==> src/rtl/seg_scan_driver_if.sv <==
// Controller <-> scan-driver bundle: raw segment pattern in, anode/cathode drive out.
// Latency: n/a (wires only).
// Backpressure: none; pat_load is a fire-and-forget strobe. Optional macro: SEG_SCROLL_EN adds scroll_en.
interface seg_scan_driver_if #(
  parameter int NUM_DIGITS = 8
);
  logic [7*NUM_DIGITS-1:0] pat_in;
  logic                    pat_load;
  logic                    blink_en;
`ifdef SEG_SCROLL_EN
  logic                    scroll_en;
`endif
  logic [NUM_DIGITS-1:0]   digit;
  logic [6:0]              seg;
  logic                    frame_done;

`ifdef SEG_SCROLL_EN
  modport master (output pat_in, pat_load, blink_en, scroll_en,
                  input  digit, seg, frame_done);
  modport slave  (input  pat_in, pat_load, blink_en, scroll_en,
                  output digit, seg, frame_done);
`else
  modport master (output pat_in, pat_load, blink_en,
                  input  digit, seg, frame_done);
  modport slave  (input  pat_in, pat_load, blink_en,
                  output digit, seg, frame_done);
`endif
endinterface

==> src/rtl/seg_scan_driver.sv <==
// Multiplexed 7-segment scan driver with double-buffered pattern, blink and frame strobe.
// Latency: digit/seg update 1 clk after each slot tick; a load shows from digit 0 of the next frame.
// Backpressure: none; loads never stall, last load before a frame boundary wins. Optional macro: SEG_SCROLL_EN.
module seg_scan_driver #(
  parameter int NUM_DIGITS    = 8,
  parameter int CLK_DIV       = 10000,
  parameter int BLINK_FRAMES  = 64,
  parameter int SCROLL_FRAMES = 128
) (
  input  logic             clk,
  input  logic             rst,
  seg_scan_driver_if.slave bus
);
  localparam int DW = $clog2(CLK_DIV);
  localparam int IW = $clog2(NUM_DIGITS);
  localparam int PW = 7 * NUM_DIGITS;
  localparam int BW = (BLINK_FRAMES > 1) ? $clog2(BLINK_FRAMES) : 1;

  localparam logic [DW-1:0] DIV_LAST   = DW'(CLK_DIV - 1);
  localparam logic [IW-1:0] IDX_LAST   = IW'(NUM_DIGITS - 1);
  localparam logic [BW-1:0] BLINK_LAST = BW'(BLINK_FRAMES - 1);

  logic [DW-1:0] div;
  logic [IW-1:0] idx;
  logic [PW-1:0] shadow;
  logic [PW-1:0] pending;
  logic          pend_vld;
  logic [BW-1:0] blink_cnt;
  logic          phase_off;

  logic          tick;
  logic          fb;
  logic          shadow_upd;
  logic [IW-1:0] idx_nxt;
  logic [PW-1:0] shadow_nxt;
  logic          phase_off_nxt;
  logic          blank;
  logic [IW-1:0] sel;

  // Slot/frame timing and the values the display will hold after this edge.
  // seg is looked up from the post-boundary shadow/phase so a new frame starts clean.
  always_comb begin
    tick          = (div == DIV_LAST);
    fb            = tick && (idx == IDX_LAST);
    idx_nxt       = (idx == IDX_LAST) ? '0 : idx + 1'b1;
    shadow_upd    = fb && (bus.pat_load || pend_vld);
    shadow_nxt    = shadow;
    if (fb) begin
      if (bus.pat_load)  shadow_nxt = bus.pat_in;
      else if (pend_vld) shadow_nxt = pending;
    end
    phase_off_nxt = phase_off;
    if (fb && (blink_cnt == BLINK_LAST)) phase_off_nxt = ~phase_off;
    blank         = bus.blink_en && phase_off_nxt;
  end

`ifdef SEG_SCROLL_EN
  localparam int SW = (SCROLL_FRAMES > 1) ? $clog2(SCROLL_FRAMES) : 1;
  localparam logic [SW-1:0] SCROLL_LAST = SW'(SCROLL_FRAMES - 1);
  localparam logic [IW:0]   NUM_W       = (IW+1)'(NUM_DIGITS);

  logic [IW-1:0] offset;
  logic [IW-1:0] offset_nxt;
  logic [SW-1:0] scroll_cnt;
  logic [IW:0]   sel_sum;

  // Scroll offset: restarts on every new pattern, steps once per SCROLL_FRAMES scrolled frames.
  always_comb begin
    offset_nxt = offset;
    if (shadow_upd)
      offset_nxt = '0;
    else if (fb && bus.scroll_en && (scroll_cnt == SCROLL_LAST))
      offset_nxt = (offset == IDX_LAST) ? '0 : offset + 1'b1;
    sel_sum = {1'b0, idx_nxt} + {1'b0, offset_nxt};
    sel     = (sel_sum >= NUM_W) ? IW'(sel_sum - NUM_W) : sel_sum[IW-1:0];
  end

  // Scroll frame counter and offset register.
  always_ff @(posedge clk) begin
    if (rst) begin
      offset     <= '0;
      scroll_cnt <= '0;
    end else begin
      offset <= offset_nxt;
      if (shadow_upd)
        scroll_cnt <= '0;
      else if (fb && bus.scroll_en)
        scroll_cnt <= (scroll_cnt == SCROLL_LAST) ? '0 : scroll_cnt + 1'b1;
    end
  end
`else
  // Without scrolling each slot shows its own shadow digit.
  always_comb sel = idx_nxt;
`endif

  // Prescaler, scan index, registered anode/cathode drive, buffers and blink phase.
  always_ff @(posedge clk) begin
    if (rst) begin
      div        <= '0;
      idx        <= '0;
      bus.digit  <= {{(NUM_DIGITS-1){1'b1}}, 1'b0};
      bus.seg    <= 7'h7F;
      bus.frame_done <= 1'b0;
      shadow     <= '1;
      pending    <= '1;
      pend_vld   <= 1'b0;
      blink_cnt  <= '0;
      phase_off  <= 1'b0;
    end else begin
      div            <= tick ? '0 : div + 1'b1;
      bus.frame_done <= fb;
      if (tick) begin
        idx       <= idx_nxt;
        bus.digit <= ~(NUM_DIGITS'(1) << idx_nxt);
        bus.seg   <= blank ? 7'h7F : shadow_nxt[7*sel +: 7];
      end
      shadow <= shadow_nxt;
      if (bus.pat_load) pending <= bus.pat_in;
      if (fb)                pend_vld <= 1'b0;
      else if (bus.pat_load) pend_vld <= 1'b1;
      if (fb) begin
        blink_cnt <= (blink_cnt == BLINK_LAST) ? '0 : blink_cnt + 1'b1;
        phase_off <= phase_off_nxt;
      end
    end
  end
endmodule

==> src/flat_wrapper.sv <==
// flat-port wrapper written by rule: the top's interface ports become plain ports
module seg_scan_driver_flat 
#(
  parameter int NUM_DIGITS    = 8,
  parameter int CLK_DIV       = 10000,
  parameter int BLINK_FRAMES  = 64,
  parameter int SCROLL_FRAMES = 128
)
  (clk, rst, bus_pat_in, bus_pat_load, bus_blink_en, bus_digit, bus_seg, bus_frame_done);
  seg_scan_driver_if #(.NUM_DIGITS(NUM_DIGITS)) bus_i ();
  input  logic clk;
  input  logic rst;
  input wire logic [$bits(bus_i.pat_in)-1:0] bus_pat_in;
  input wire logic [$bits(bus_i.pat_load)-1:0] bus_pat_load;
  input wire logic [$bits(bus_i.blink_en)-1:0] bus_blink_en;
  output wire logic [$bits(bus_i.digit)-1:0] bus_digit;
  output wire logic [$bits(bus_i.seg)-1:0] bus_seg;
  output wire logic [$bits(bus_i.frame_done)-1:0] bus_frame_done;
  assign bus_i.pat_in = bus_pat_in;
  assign bus_i.pat_load = bus_pat_load;
  assign bus_i.blink_en = bus_blink_en;
  assign bus_digit = bus_i.digit;
  assign bus_seg = bus_i.seg;
  assign bus_frame_done = bus_i.frame_done;
  seg_scan_driver #(.NUM_DIGITS(NUM_DIGITS), .CLK_DIV(CLK_DIV), .BLINK_FRAMES(BLINK_FRAMES), .SCROLL_FRAMES(SCROLL_FRAMES)) u_core (.clk(clk), .rst(rst), .bus(bus_i));
endmodule
==> config.mk <==
export PLATFORM = sky130hd
export DESIGN_NAME = seg_scan_driver_flat
export DESIGN_NICKNAME = d
export VERILOG_FILES = /design/src/rtl/seg_scan_driver_if.sv /design/src/rtl/seg_scan_driver.sv /design/src/flat_wrapper.sv
export SDC_FILE = /design/constraint.sdc
export NUM_CORES = 1
export LEC_CHECK = 0
export ABC_AREA = 1
export BUFFER_PORTS_ARGS = -buffer_cell sky130_fd_sc_hd__buf_4
export CAP_MARGIN = 20
export CORE_MARGIN = 8
export CORE_UTILIZATION = 32
export DETAILED_ROUTE_END_ITERATION = 16
export GPL_TIMING_DRIVEN = 1
export PLACE_DENSITY = 0.51
export SETUP_SLACK_MARGIN = 0.4
export SLEW_MARGIN = 20
export SYNTH_ARGS = -nofsm -noshare
export SYNTH_HDL_FRONTEND = slang
export SYNTH_SLANG_ARGS = --single-unit
==> constraint.sdc <==
create_clock -name clk -period 2.5 [get_ports clk]
set_clock_uncertainty 0.1 [all_clocks]
set_input_delay 0.75 -clock clk [delete_from_list [all_inputs] [get_ports clk]]
set_output_delay 0.75 -clock clk [all_outputs]
set_load 0.02 [all_outputs]
==> flow_metrics.tcl <==
set metrics [dict create \
    dieArea_um2 28440 \
    cts_buffers 17 \
    fp.dieH_um 168.6 \
    post-route-drc-count 0 \
    cts.htree.levels 4 \
    cts_sinks 153 \
    worstSetupStartpointType "flop" \
    drive_gt1_share_pct 17.49 \
    synth_edf_count 0 \
    clk_pin_slew_ps 60 \
    power_leakage_nw 4.431 \
    tightest_slew_ps 546.6 \
    max_stage_delay_ps 340 \
    cp_max_fo 17 \
    p_clk_share_pct 47.0 \
    dp_hpwl_mm 15.42 \
    fin_crit_sh_pct 78.73 \
    cp-end-kind "flop" \
    worstRegToRegCells 14 \
    routedWlPerCell_um 15.31 \
    ant_nets 0 \
    p_switching_mw 1.309 \
    syn-num-nets 1131 \
    clk_latency_ps 430 \
    power_frac_seq_pct 45.2 \
    syn_to_final_growth_pct 23.78 \
    fin_hold_ws_ps 350.3 \
    path_cells "ha_2, ha_4, buf_6, inv_1, buf_4, nand3b_1, nand2_1, inv_1, nand2_1, nand2_1, nand2_1, nand2_1, nor2_1, nor2_1" \
    yosysTopAreaCellShare_pct 41.08 \
    netlist_instances 1062 \
    ys_warn_count 0 \
    p_sw_share_pct 23.28 \
    seqCellArea_um2 3073 \
    yosysUniqueCellTypes 39 \
    vias 7014 \
    period_minus_slack_ps 1968 \
    dr.pass1.iters 5 \
    io_pins 76 \
    synth_area_leader_cell "dfxtp_1" \
    die_x_um 168.6 \
    status "complete, no violations" \
    fill_cells 2438 \
    postPlaceCellArea_um2 8392 \
    fin_tns_setup_ps 0 \
    portBuffers 75 \
    critPathKind "flop to flop" \
    worstPathArrival_ps 2190 \
    grt_pass1_wl_mm 36.31 \
    n_antenna_cell 0 \
    grt_use_total_pct 15.99 \
    synth.area.top_cells "dfxtp_1, nand2_1, nand3_1, o21ai_0, inv_1" \
    slowest_stage "dfxtp_2" \
    report.final.slew_viol_count 0 \
    worst_path_most_repeated_cell "nand2_1" \
    yosysMostFrequentCell "nand2_1" \
    hold_viol 0 \
    cts_buffer_depth 2 \
    netlist_area_um2 7456 \
    antenna_found_initial 0 \
    syn_avg_cell_area_um2 7.021 \
    setup_violations 0 \
    async_flop_share_pct 0 \
    peakVddDrop_v 0.0002913 \
    core-area_um2 23190 \
    synthTopCellsByCount "nand2_1, dfxtp_1, nand3_1" \
    maxSlewHeadroom_pct 63.52 \
    gp_congestion 0.8331 \
    drt_iter0_markers 521 \
    cts_tree "done" \
    avgViaCountPerCell 4.814 \
    drv_cap 0 \
    grt_pass1_vias 6961 \
    required_ps 2720 \
    totalWireLength_mm 22.31 \
    grt_start_max_net_pins 49 \
    rows 56 \
    p_comb_share_pct 7.8 \
    rsz0062_at_grt "true" \
    yosysSeqAreaShare_pct 41.08 \
    fmax_mhz 508.1 \
    grt_remaining_overflow 0 \
    multi_input_area_um2 3749 \
    synth_ff_type "dfxtp_1" \
    power_density_nw_per_um2 609.4 \
    intPower_mw 4.314 \
    finalNetCount 1194 \
    fin_area_um2 9229 \
    hold_class "flop to flop" \
    ctsHoldBuffers 0 \
    ys_ff_latch 153 \
    hold_depth 2 \
    start_util_pct 32.15 \
    clock-root-buffer "clkbuf_16" \
]
[power groups by stage]
stage                     logic (mW)  registers (mW)  clock network, mW
after CTS                      0.436            2.54               2.71
after floorplan                0.265            2.58                  0
final                          0.438            2.54               2.65
after global placement         0.430            2.59                  0
after detailed placement       0.434            2.59                  0
after global routing           0.501            2.55               2.80
[path summary, 6_finish.rpt]
kind / startpoint / end / slack, ps
worst min register to register: u_core.pending[13]$_SDFFE_PP1P_ / u_core.pending[13]$_SDFFE_PP1P_ / 350
worst max register to register: u_core.idx[0]$_SDFFE_PP0N_ / u_core.bus.seg[0]$_SDFFE_PP1N_ / 530
worst max-delay path: u_core.idx[0]$_SDFFE_PP0N_ / u_core.bus.seg[0]$_SDFFE_PP1N_ / 530
worst min-delay path: u_core.pending[13]$_SDFFE_PP1P_ / u_core.pending[13]$_SDFFE_PP1P_ / 350
[logic make-up (layout without fill, tap and decap cells)]
family                     Yosys count  after routing  synth area share, %
and+or+nand+nor                    536            536                31.13
AOI/OAI and AO/OA                  192            192                16.33
buffers and inverters              168            244                9.481
DFF                                153            153                41.08
adders and majority gates            9              9                1.510
xor gates and xnor gates             4              4               0.4698
[worst max-delay path, delay by kind of cell (launching register included)]
family / cells / cell delay, ps
simple gates: 8 / 550
fa+ha+maj: 2 / 390
flops: 1 / 340
buf+inv: 4 / 460
[metal layers]
| layer | wire length, um | GRT usage (%) | vias to the layer above |
|---|---|---|---|
| met5 | 0 | 0 | - |
| met4 | 293 | 5.357 | 0 |
| met3 | 963 | 3.401 | 19 |
| met2 | 10090 | 25.18 | 140 |
| met1 | 10960 | 21.40 | 3249 |
| li1 | - | - | 3606 |
[registers in the layout, indices dropped and copies added (netlist names)]
register,cells
u_core.blink_cnt,6
u_core.bus.seg,7
u_core.bus.frame_done,1
u_core.pend_vld,1
u_core.shadow,56
u_core.pending,56
u_core.bus.digit,8
u_core.phase_off,1
u_core.div,14
u_core.idx,3
[repair_timing]
item                       in CTS  in global routing
resized for setup               3                 23
buffers inserted                1                  7
pin swaps                       2                  4
gates cloned                    1                  2
setup endpoints to repair       8                 20
[area by class of cell]
class	instances	share of cell area [%]
flip-flops and latches	153	33.30
repair buffers	114	11.13
multi-input cells	741	40.62
clock inverters	7	0.9490
inverters	98	4.094
well taps	319	4.325
clock buffers	25	5.586
[metrics by stage]
stage	power, mW	util, %	setup slack (ps)	cells
floorplan	2.846	-	472.0	1062
global placement	3.020	36.18	245.4	1414
detailed placement	3.024	36.18	217.3	1414
CTS	5.680	39.02	400.6	1448
global route	5.853	39.79	369.5	1457
finish	5.624	39.79	531.8	1457
[cell usage in the layout (no fill, tap or decap), types with 4 or more instances in the layout]
| cell | synthesis | routed |
|---|---|---|
| a21boi_0 | 22 | 22 |
| a21oi_1 | 20 | 20 |
| buf_12 | 0 | 7 |
| buf_4 | 3 | 102 |
| clkbuf_16 | 0 | 19 |
| clkbuf_8 | 0 | 6 |
| clkinv_2 | 0 | 5 |
| dfxtp_1 | 153 | 145 |
| dfxtp_2 | 0 | 8 |
| ha_1 | 9 | 6 |
| inv_1 | 94 | 90 |
| inv_2 | 4 | 5 |
| nand2_1 | 291 | 289 |
| nand2_2 | 4 | 6 |
| nand3_1 | 136 | 135 |
| nand3b_1 | 12 | 12 |
| nor2_1 | 66 | 65 |
| nor2_2 | 8 | 7 |
| nor2_4 | 2 | 4 |
| nor3_1 | 5 | 4 |
| o211ai_1 | 37 | 37 |
| o211ai_2 | 10 | 10 |
| o21ai_0 | 83 | 83 |
| o21ai_1 | 4 | 4 |
| o22ai_1 | 6 | 6 |
| xor2_1 | 4 | 4 |
Note: power is estimated with default switching activity, not from simulation.
